**config.mk**
```make
export PLATFORM = sky130hd
export DESIGN_NAME = i2c_eeprom_slave_ctrl
export DESIGN_NICKNAME = d
export VERILOG_FILES = /design/src/rtl/i2c_eeprom_slave_ctrl.sv
export SDC_FILE = /design/constraint.sdc
export NUM_CORES = 1
export LEC_CHECK = 0
export BUFFER_PORTS_ARGS = -buffer_cell sky130_fd_sc_hd__buf_2
export CORE_UTILIZATION = 60
export DETAILED_ROUTE_END_ITERATION = 8
export PLACE_DENSITY = 0.9
export SLEW_MARGIN = 20
export SYNTH_ARGS = -nofsm -noshare
export SYNTH_HDL_FRONTEND = slang
export SYNTH_SLANG_ARGS = --single-unit
```
**constraint.sdc**
```tcl
create_clock -name clk -period 5.3 [get_ports clk]
set_input_delay 0.265 -clock clk [delete_from_list [all_inputs] [get_ports clk]]
set_output_delay 0.265 -clock clk [all_outputs]
set_load 0.01 [all_outputs]
```
**src/rtl/i2c_eeprom_slave_ctrl.sv**
```systemverilog
`default_nettype none
// ============================================================================
// Module     : i2c_eeprom_slave_ctrl
// Description: I2C slave front end for the EEPROM block. Oversamples SCL/SDA
//              in the system clock domain, decodes device address and word
//              pointer, and sequences byte writes/reads to a local memory.
//              SDA is driven open-drain through sda_oe.
// Revision   : 1.0 - initial release
// ============================================================================
module i2c_eeprom_slave_ctrl #(
  parameter logic [6:0] DEV_ADDR = 7'h50,
  parameter int         ADDR_W   = 8
) (
  input  logic              clk,
  input  logic              reset,
  input  logic              scl_in,
  input  logic              sda_in,
  output logic              sda_oe,
  output logic [ADDR_W-1:0] mem_addr,
  output logic [7:0]        mem_wdata,
  output logic              mem_we,
  output logic              mem_re,
  input  logic [7:0]        mem_rdata,
  output logic              busy
);

  localparam logic [3:0] c_ST_IDLE      = 4'd0;
  localparam logic [3:0] c_ST_DEV_ADDR  = 4'd1;
  localparam logic [3:0] c_ST_DEV_ACK   = 4'd2;
  localparam logic [3:0] c_ST_WORD_ADDR = 4'd3;
  localparam logic [3:0] c_ST_WORD_ACK  = 4'd4;
  localparam logic [3:0] c_ST_WR_DATA   = 4'd5;
  localparam logic [3:0] c_ST_WR_ACK    = 4'd6;
  localparam logic [3:0] c_ST_RD_DATA   = 4'd7;
  localparam logic [3:0] c_ST_RD_ACK    = 4'd8;
  localparam logic [3:0] c_ST_WAIT_STOP = 4'd9;

  logic [3:0]        r_state, w_next_state;
  logic [1:0]        r_scl_sync, r_sda_sync;
  logic              r_scl_prev, r_sda_prev;
  logic [7:0]        r_shift;
  logic [3:0]        r_bit_cnt;
  logic              r_rw, r_sda_oe, r_mem_we, r_mem_re, r_load;
  logic [ADDR_W-1:0] r_mem_addr;
  logic [7:0]        r_mem_wdata;

  logic w_scl_s, w_sda_s, w_scl_rise, w_scl_fall, w_sda_rise, w_sda_fall;
  logic w_start, w_stop, w_last_bit;
  logic [7:0] w_byte;

  assign w_scl_s    = r_scl_sync[1];
  assign w_sda_s    = r_sda_sync[1];
  assign w_scl_rise = w_scl_s & ~r_scl_prev;
  assign w_scl_fall = ~w_scl_s & r_scl_prev;
  assign w_sda_rise = w_sda_s & ~r_sda_prev;
  assign w_sda_fall = ~w_sda_s & r_sda_prev;
  assign w_start    = w_sda_fall & w_scl_s & r_scl_prev;
  assign w_stop     = w_sda_rise & w_scl_s & r_scl_prev;
  // Byte as it will stand once the bit on the current SCL rise is shifted in
  assign w_byte     = {r_shift[6:0], w_sda_s};
  assign w_last_bit = w_scl_rise & (r_bit_cnt == 4'd7);

  // Pin conditioning: two-stage synchronizers plus a history stage; idle bus is high
  always_ff @(posedge clk) begin
    if (reset) begin
      r_scl_sync <= 2'b11;
      r_sda_sync <= 2'b11;
      r_scl_prev <= 1'b1;
      r_sda_prev <= 1'b1;
    end else begin
      r_scl_sync <= {r_scl_sync[0], scl_in};
      r_sda_sync <= {r_sda_sync[0], sda_in};
      r_scl_prev <= r_scl_sync[1];
      r_sda_prev <= r_sda_sync[1];
    end
  end

  // State register
  always_ff @(posedge clk) begin
    if (reset) r_state <= c_ST_IDLE;
    else       r_state <= w_next_state;
  end

  // Next-state logic: STOP beats START beats bit activity
  always_comb begin
    w_next_state = r_state;
    if (w_stop) begin
      w_next_state = c_ST_IDLE;
    end else if (w_start) begin
      w_next_state = c_ST_DEV_ADDR;
    end else begin
      case (r_state)
        c_ST_DEV_ADDR:  if (w_last_bit)
                          w_next_state = (w_byte[7:1] == DEV_ADDR) ? c_ST_DEV_ACK : c_ST_IDLE;
        c_ST_DEV_ACK:   if (w_scl_fall && r_sda_oe)
                          w_next_state = r_rw ? c_ST_RD_DATA : c_ST_WORD_ADDR;
        c_ST_WORD_ADDR: if (w_last_bit) w_next_state = c_ST_WORD_ACK;
        c_ST_WORD_ACK:  if (w_scl_fall && r_sda_oe) w_next_state = c_ST_WR_DATA;
        c_ST_WR_DATA:   if (w_last_bit) w_next_state = c_ST_WR_ACK;
        c_ST_WR_ACK:    if (w_scl_fall && r_sda_oe) w_next_state = c_ST_WR_DATA;
        c_ST_RD_DATA:   if (w_scl_fall && (r_bit_cnt == 4'd8)) w_next_state = c_ST_RD_ACK;
        c_ST_RD_ACK:    if (w_scl_rise) w_next_state = w_sda_s ? c_ST_WAIT_STOP : c_ST_RD_DATA;
        default:        w_next_state = r_state;
      endcase
    end
  end

  // Datapath: shifter, bit counter, SDA drive, pointer and memory strobes
  always_ff @(posedge clk) begin
    if (reset) begin
      r_shift     <= 8'd0;
      r_bit_cnt   <= 4'd0;
      r_rw        <= 1'b0;
      r_sda_oe    <= 1'b0;
      r_mem_we    <= 1'b0;
      r_mem_re    <= 1'b0;
      r_load      <= 1'b0;
      r_mem_addr  <= '0;
      r_mem_wdata <= 8'd0;
    end else begin
      r_mem_we <= 1'b0;
      r_mem_re <= 1'b0;
      // Read data arrives one clk after the strobe; capture it the clk after that
      r_load   <= r_mem_re;
      if (r_load)   r_shift    <= mem_rdata;
      // Pointer advances the clk after each write strobe
      if (r_mem_we) r_mem_addr <= r_mem_addr + ADDR_W'(1);
      if (w_stop || w_start) begin
        // Any partial byte is abandoned; pointer is deliberately kept
        r_sda_oe  <= 1'b0;
        r_bit_cnt <= 4'd0;
      end else begin
        case (r_state)
          c_ST_DEV_ADDR, c_ST_WORD_ADDR, c_ST_WR_DATA: begin
            if (w_scl_rise) begin
              r_shift   <= w_byte;
              r_bit_cnt <= w_last_bit ? 4'd0 : r_bit_cnt + 4'd1;
            end
            if (w_last_bit) begin
              if (r_state == c_ST_DEV_ADDR)  r_rw       <= w_sda_s;
              if (r_state == c_ST_WORD_ADDR) r_mem_addr <= w_byte[ADDR_W-1:0];
              if (r_state == c_ST_WR_DATA) begin
                r_mem_wdata <= w_byte;
                r_mem_we    <= 1'b1;
              end
            end
          end
          c_ST_DEV_ACK, c_ST_WORD_ACK, c_ST_WR_ACK: begin
            // ACK is pulled on the first fall after the byte and released on the next
            if (w_scl_rise && r_sda_oe && r_rw && (r_state == c_ST_DEV_ACK))
              r_mem_re <= 1'b1;
            if (w_scl_fall) begin
              if (!r_sda_oe) begin
                r_sda_oe <= 1'b1;
              end else if (r_rw && (r_state == c_ST_DEV_ACK)) begin
                // ACK-ending fall also presents the first read bit
                r_sda_oe  <= ~r_shift[7];
                r_shift   <= {r_shift[6:0], 1'b0};
                r_bit_cnt <= 4'd1;
              end else begin
                r_sda_oe  <= 1'b0;
                r_bit_cnt <= 4'd0;
              end
            end
          end
          c_ST_RD_DATA: begin
            if (w_scl_fall) begin
              if (r_bit_cnt == 4'd8) begin
                r_sda_oe  <= 1'b0;
                r_bit_cnt <= 4'd0;
              end else begin
                r_sda_oe  <= ~r_shift[7];
                r_shift   <= {r_shift[6:0], 1'b0};
                r_bit_cnt <= r_bit_cnt + 4'd1;
              end
            end
          end
          c_ST_RD_ACK: begin
            if (w_scl_rise && !w_sda_s) begin
              r_mem_addr <= r_mem_addr + ADDR_W'(1);
              r_mem_re   <= 1'b1;
            end
          end
          default: r_sda_oe <= 1'b0;
        endcase
      end
    end
  end

  // Output decode: busy from state, everything else straight from registers
  always_comb begin
    busy      = (r_state != c_ST_IDLE);
    sda_oe    = r_sda_oe;
    mem_addr  = r_mem_addr;
    mem_wdata = r_mem_wdata;
    mem_we    = r_mem_we;
    mem_re    = r_mem_re;
  end

endmodule
`default_nettype wire
```
==> results.txt, run 1 <==
----------------------------------------------------
[Outcome]
  Status ... finished clean

[STA]
  Final count of hold timing violations ... 0
  Final-report max-slew violation count ... 0
  Achievable frequency ... ~430 MHz
  Final worst path period need ... about 2300 ps
  Relative slew slack ... 0.4696
  Setup repair after global routing missed its margin ... no
  Worst Max-Slew Pin Slew ... about 790 ps
  Worst-case hold slack ... roughly 150 ps
  Setup skew after layout ... 8.912 ps
  Period utilization ... 0.4406
  Total of endpoints with negative setup slack in the final report ... 0
  Setup TNS after final layout ... 0 ps

[Floorplan]
  Overall die height ... 66.90 microns
  I/O pins ... 32
  Floorplan row count ... 23
  Starting Density ... 0.6273
  Area enclosed by the die boundary ... about 4500 sq um
  Horizontal extent of the die ... 66.90 microns
  Core area ... around 4000 sq um

[Layout]
  Most frequent cells in the layout ... dfxtp_1, nor2_1, buf_2, nand2_1, mux2i_1
  Share of final-layout standard cells stronger than drive strength 1 ... 0.1900
  Most frequent standard cell in the layout excluding fill and tap cells ... dfxtp_1
  Diode insertion count for antenna repair ... 0
  Layout Area Growth over Synthesis ... 7.871%
  Multi-input gate area ... between 1500 and 2000 sq um
  # nets final ... roughly 340
  Filler cell count ... around 330
  Register Area ... between 800 and 900 sq um

[Global route]
  Global-route wire length before repair ... around 9400 microns
  Initial antenna violation count ... 0
  Largest net degree at the start of global routing ... 34
  Via count of the first global-routing pass ... just over 2000
  Overall routing resource usage ... 0.2771
  Remaining global-route overflow ... 0

[Critical path]
  Worst setup path startpoint ... r_state[0]
  Critical path type ... reg2reg
  Critical path launch point type ... flop
  Master of the slowest instance on the critical path ... dfxtp_1
  Worst path required time ... 5470 ps
  Reg-to-Reg Start ... r_state[0]
  Reg-to-reg endpoint ... mem_addr[5]
  Total buffers and inverters traversed by the critical path ... 0
  Crit Path Max Fanout ... 15
  Slowest Stage Delay on Critical Path ... just over 700 ps
  Arrival time at the worst endpoint ... 2500 ps
  Type of destination of the critical path ... flop
  Capture point of the critical path ... mem_addr[5]
  Total number of cells along the worst setup path ... 6
  CP delay by family, top ... simple AND/OR/NAND/NOR gates
  Setup slack on the worst flop-to-flop path ... around 3000 ps
  CP Cell Sequence ... nand2b_1, or3_1, nor2_2, nor2_1, a221oi_1, o22ai_1
  Reg2Reg Depth ... 6

[Route]
  Via count ... 2288
  Post-DR wirelength/cell ... around 15 microns
  Residual antenna-violating net count after detailed routing ... 0
  Aggregate routed wire length ... around 5700 microns
  Total iterations of the first detailed-routing run ... 4
  DRC violations left ... 0
  Vias per Instance ... between 6 and 7
  DR iter-0 viols ... 188

[Clock tree]
  Cell at the root of the clock tree ... clkbuf_8
  Clock net sink count ... 43
  Clock-pin slew on the worst setup and hold paths ... roughly 80 ps
  Num CTS Buffers ... 5
  Latest clock arrival within the worst-skew pair ... 300 ps
  # hold bufs at CTS ... 0
  Maximum buffer depth of the clock tree ... 2
  Number of resized instances in the post-cts repair step ... 0
  TritonCTS clock tree ... done
  Post-CTS setup buffers ... 0
  CTS HTree Levels ... 2

[Yosys]
  Average size of a mapped cell ... roughly 8.3 sq um
  Net count after synthesis ... about 320
  Commonest register cell after synthesis ... dfxtp_1
  Ys Warns ... 0
  Cell area after synthesis ... around 2500 sq um
  Register bit count reported by yosys ... 43
  Share of async-settable or async-resettable flops after synthesis ... 0
  Distinct cell type count of the synthesized netlist ... 59
  Number of synthesized flops with an enable pin ... 0
  Share of synthesized area occupied by flip-flops and latches ... 0.3406
  Post-synthesis cell count ... 303

[Pwr]
  Worst voltage drop across the vdd grid ... 0.1580 mV
  Pwr dens ... 208.5 nW/um^2
  Static power due to leakage ... ~1 nW

[Flow run]
  Max_cap viols ... 0

[Place]
  Final HPWL DP ... 4086 microns
  Final weighted congestion of routability-driven global placement ... roughly 0.98
  Port buffer count ... 31

[Min path]
  Tightest Hold Check Type ... in2reg

----------------------------------------------------
routing by layer:
layer  part of all wire  routed length (microns)  GRT usage  up-vias
li1                   -                        -          -     1126
met1               0.44                     2522     0.3690     1052
met2               0.47                     2663     0.4331       98
met3              0.074                      424    0.05479       12
met4              0.017                       97     0.1117        0
met5                  0                        0          0        -
final cells by class:
type,count,area share
Multi-Input combinational cell,231,0.5571
Sequential cell,43,0.3157
Clock inverter,2,0.005966
Inverter,8,0.01101
Tap cell,50,0.02295
Clock buffer,6,0.03029
Timing Repair Buffer,31,0.05691
worst register-to-register path, cell delays in order (launching register included):
cell	delay [ps]
dfxtp_1	710
nand2b_1	240
or3_1	520
nor2_2	270
nor2_1	120
a221oi_1	250
o22ai_1	100
state kept, by name, summed over array words and instances (netlist names), 2 cells and up:
signal      flops
mem_wdata       8
r_scl_sync      2
r_shift         8
mem_addr        8
r_state         4
r_bit_cnt       4
r_sda_sync      2
report_power, final:
| group | switching (W) | internal [W] | leakage [nW] |
|---|---|---|---|
| combinational | 0.0000119 | 0.00000748 | 0.607 |
| sequential | 0.00000293 | 0.000325 | 0.347 |
| clock | 0.000115 | 0.000106 | 0.0474 |
through the flow:
| step | instance area, sq um | util | std cells | power, W | setup WS, ps |
|---|---|---|---|---|---|
| 2_1_floorplan | 2527 | - | 303 | 0.0003479 | 3441 |
| 3_3_place_gp | 2628 | 0.6522 | 363 | 0.0003538 | 3108 |
| 3_5_place_dp | 2628 | 0.6522 | 363 | 0.0003540 | 3029 |
| 4_1_cts | 2726 | 0.6767 | 371 | 0.0005692 | 3002 |
| 5_1_grt | 2726 | 0.6767 | 371 | 0.0005895 | 2664 |
| 6_report | 2726 | 0.6767 | 371 | 0.0005683 | 2965 |
worst min-delay path by stage:
| stage | from | to | slack [ps] | depth (start not counted) |
|---|---|---|---|---|
| global route | sda_in | r_sda_sync[0] | 140 | 2 |
| detailed placement | r_scl_sync[0] | r_scl_sync[1] | 400 | 1 |
| CTS | sda_in | r_sda_sync[0] | 150 | 2 |
| global placement | r_scl_sync[0] | r_scl_sync[1] | 390 | 1 |
| floorplan | scl_in | r_scl_sync[0] | 370 | 1 |
| finish | sda_in | r_sda_sync[0] | 150 | 2 |
kinds of logic after synthesis:
kind of cell    after synthesis  share of synthesized area
fa+ha+maj                     4                    0.01931
buf+inv                      29                    0.05842
simple gates                122                     0.2485
mux                          18                    0.07228
xor+xnor                     15                    0.05198
flops                        43                     0.3406
compound gates               72                     0.2089
synthesized netlist by cell type (2+ instances only):
library cell | instances | area share
nand3b_1 | 2 | 0.0059
a221oi_1 | 2 | 0.0069
and3_1 | 5 | 0.012
o22ai_1 | 4 | 0.0099
nor2_1 | 41 | 0.061
xnor2_1 | 6 | 0.021
buf_6 | 4 | 0.018
o21a_1 | 2 | 0.0059
or2_2 | 7 | 0.017
nand2b_1 | 6 | 0.015
o21ai_0 | 7 | 0.014
nand4_1 | 3 | 0.0074
clkbuf_1 | 12 | 0.018
o221ai_1 | 3 | 0.010
a22oi_1 | 2 | 0.0059
nand2_1 | 23 | 0.034
mux2_2 | 2 | 0.0089
a21oi_1 | 13 | 0.026
a211oi_1 | 11 | 0.033
o211ai_1 | 5 | 0.015
nor3_1 | 10 | 0.020
dfxtp_1 | 43 | 0.34
ha_1 | 3 | 0.015
buf_2 | 4 | 0.0079
nor2b_1 | 4 | 0.0099
a31oi_1 | 6 | 0.015
or4b_1 | 2 | 0.0079
inv_1 | 7 | 0.010
xor2_1 | 9 | 0.031
o31ai_1 | 2 | 0.0059
mux2i_1 | 16 | 0.063
nor3b_1 | 2 | 0.0059
or2_1 | 2 | 0.0049
a211oi_2 | 2 | 0.0099
nand3_1 | 7 | 0.014
No activity file was read; power rests on OpenSTA's default activity.
==> run 2: changes to the inputs <==
Settings changed: CORE_UTILIZATION 60 to 58, PLACE_DENSITY 0.9 to 0.88.
Clock period 5.3 ns to 2.2 ns, I/O delays scaled along.
==> run 2 against run 1 <==
Effect of this change: setup slack got worse by 2800 ps; clock-buffer cell count shrank 1; highest routed layer unchanged; wire length rose by 8.1%; global-route usage grew 1.0 points; hold slack worse by 63 ps; sequential power is 140% higher; flip-flop and latch count stayed put; clock power rose by 140%; clock skew is 0.52 ps lower.
==> results.txt, run 2 (synthesized netlist as in run 1, its figures left out) <==
----------------------------------------------------
[Outcome]
  Status ... finished clean

[Route]
  Detailed-routed wire length on met3 ... 502 microns (+18%)
  Highest metal layer with signal wires ... met4
  Via count ... 2389 (+4.4%)
  Aggregate routed wire length ... 6169 microns (+8.1%)
  DR iter-0 viols ... 151 (-20%)
  Total iterations of the first detailed-routing run ... 5 (+1)
  DRC violations left ... 0 (unchanged)
  Post-DR wirelength/cell ... 15.98 microns (+3.9%)
  Met1 wire length ... 2694 microns (+6.8%)
  Vias per Instance ... 6.189 (+0.36%)
  Total met2 wirelength after detailed routing ... 2819 microns (+5.9%)
  Residual antenna-violating net count after detailed routing ... 0 (unchanged)

[Critical path]
  Critical path type ... reg2reg
  Arrival time at the worst endpoint ... 2220 ps (-280 ps)
  Master of the slowest instance on the critical path ... or4_1
  CP delay by family, top ... simple AND/OR/NAND/NOR gates
  Slowest Stage Delay on Critical Path ... 630 ps (-80 ps)
  Critical path launch point type ... flop
  Total buffers and inverters traversed by the critical path ... 0 (unchanged)
  Reg-to-reg endpoint ... mem_addr[0]
  Reg-to-Reg Start ... r_scl_prev
  Crit Path Max Fanout ... 10 (-5)
  Setup slack on the worst flop-to-flop path ... 150 ps (-2820 ps)
  Type of destination of the critical path ... flop
  Reg2Reg Depth ... 6 (unchanged)
  Worst path required time ... 2370 ps (-3100 ps)
  CP Cell Sequence ... nand2b_1, or4_1, nor2_1, a211oi_2, nor3_1, a211oi_1

[Layout]
  Layout Area Growth over Synthesis ... 12.38%
  Most frequent cells in the layout ... nor2_1, dfxtp_1, buf_2, nand2_1, mux2i_1
  Register Area ... 863.3 sq um (+0.29%)
  Share of final-layout standard cells stronger than drive strength 1 ... 0.2262 (+0.03616)
  Diode insertion count for antenna repair ... 0 (unchanged)
  Non-Filler Cell Area, Final ... 2840 sq um (+4.2%)
  Filler cell count ... 321 (-2.4%)
  # nets final ... 350 (+4.5%)
  Multi-input gate area ... 1519 sq um (unchanged)

[STA]
  Final-report max-slew violation count ... 0 (unchanged)
  Achievable frequency ... 487.5 MHz (+14%)
  Period utilization ... 0.9325 (+0.4919)
  Relative slew slack ... 0.6647 (+0.1951)
  Final count of hold timing violations ... 0 (unchanged)
  Final worst path period need ... 2051 ps (-283.4 ps)
  Total of endpoints with negative setup slack in the final report ... 0 (unchanged)
  Worst-case hold slack ... 83.77 ps (-63.29 ps)
  Final Worst Setup Slack ... 148.5 ps (-2817 ps)
  Setup skew after layout ... 8.389 ps (-0.5239 ps)
  Setup repair after global routing missed its margin ... no
  Setup TNS after final layout ... 0 ps (unchanged)
  Worst Max-Slew Pin Slew ... 501.9 ps (-292.7 ps)

[Floorplan]
  Starting Density ... 0.6185 (-0.008836)
  Area enclosed by the die boundary ... 4625 sq um (+3.3%)
  Core area ... 4086 sq um (+1.4%)
  I/O pins ... 32 (unchanged)
  Floorplan row count ... 23 (unchanged)
  Horizontal extent of the die ... 68.01 microns (+1.7%)
  Overall die height ... 68.01 microns (+1.7%)

[Global route]
  Global-route wire length before repair ... 10050 microns (+6.7%)
  Via count of the first global-routing pass ... 2140 (+4.2%)
  Overall routing resource usage ... 0.2875 (+0.01041)
  Remaining global-route overflow ... 0 (unchanged)
  Largest net degree at the start of global routing ... 26 (-24%)
  Initial antenna violation count ... 0 (unchanged)

[Pwr]
  Switching part of the total power ... 0.2468 (+0.01831)
  Part of the total power dissipated in sequential elements ... 0.573 (-0.003)
  Pwr dens ... 483.4 nW/um^2 (+130%)
  NetSw ... 0.0003388 W (+160%)
  Internal power summed over all cells ... 0.001034 W (+140%)
  Worst voltage drop across the vdd grid ... 0.4891 mV (+210%)
  Combinational cell fraction of total power ... 0.042 (+0.008)
  Static power due to leakage ... 1.067 nW (+6.5%)
  Fraction of power consumed by the clock network ... 0.385 (-0.004)

[Place]
  Final HPWL DP ... 4484 microns (+9.7%)
  Setup slack at placement ... 114.9 ps (-2914 ps)
  Cell area after placement ... 2725 sq um (+3.7%)
  Final weighted congestion of routability-driven global placement ... 0.9136 (-7.0%)
  Port buffer count ... 31 (unchanged)

[Clock tree]
  Num CTS Buffers ... 5 (unchanged)
  Cell at the root of the clock tree ... clkbuf_8
  Clock-pin slew on the worst setup and hold paths ... 90 ps (about the same)
  Post-CTS setup buffers ... 0 (unchanged)
  Maximum buffer depth of the clock tree ... 2 (unchanged)
  TritonCTS clock tree ... done
  Latest clock arrival within the worst-skew pair ... 300 ps (about the same)
  Clock net sink count ... 43 (unchanged)
  CTS HTree Levels ... 2 (unchanged)

[Min path]
  Endpoint of the worst hold-timing path ... r_rw
  Tightest Hold Check Type ... in2reg
  Hold Path Cell Cnt ... 2 (unchanged)
  Critical hold path startpoint ... reset

[Flow run]
  Max_cap viols ... 0 (unchanged)

----------------------------------------------------
run 2: changes by cell type in the layout (fill, tap and decap cells not counted), sizes merged:
cell         change
inv              +1
clkbuf           -1
dlygate4sd3      +2
buf             +13
clkinvlp         +1
clkinv           -1
run 2: area by class of cell:
cell class,instances,area share
clock buffers,5,0.02423
clock inverters,3,0.008370
inverters,8,0.01057
multi-input cells,231,0.5348
flip-flops and latches,43,0.3040
well taps,50,0.02203
repair buffers,46,0.09604
run 2: repair_timing:
item | CTS | global route
endpoints found under the setup margin | 0 | 1
resized for setup | 0 | 2
hold buffers | 2 | 0
endpoints found under the hold margin | 2 | 0
run 2: metal layers:
metal | track usage | up-vias
li1 | - | 1158
met1 | 0.4037 | 1101
met5 | 0 | -
met4 | 0.1250 | 0
met2 | 0.4216 | 111
met3 | 0.05667 | 19
run 2: power groups by stage:
stage	sequential (W)	clock, W	combinational, W
6_report	0.000787	0.000529	0.0000576
3_3_place_gp	0.000805	0	0.0000526
3_5_place_dp	0.000805	0	0.0000541
4_1_cts	0.000787	0.000529	0.0000572
5_1_grt	0.000788	0.000563	0.0000632
2_1_floorplan	0.000802	0	0.0000357
run 2: metrics by stage:
step / std cells / util / total power (W)
final: 386 / 0.6950 / 0.001373
after global routing: 386 / 0.6950 / 0.001415
after CTS: 386 / 0.6944 / 0.001373
after detailed placement: 376 / 0.6669 / 0.0008591
after global placement: 376 / 0.6669 / 0.0008572
after floorplan: 303 / - / 0.0008380
run 2: worst max-delay path by stage:
stage / from / to / slack [ps] / cells after the start
after floorplan: sda_oe / r_bit_cnt[3] / 340 / 6
after global placement: r_state[2] / r_bit_cnt[3] / 200 / 6
after detailed placement: r_state[1] / r_bit_cnt[3] / 110 / 6
after CTS: r_state[2] / r_bit_cnt[3] / 90 / 6
after global routing: r_scl_prev / r_state[3] / 20 / 7
final: r_scl_prev / mem_addr[0] / 150 / 6
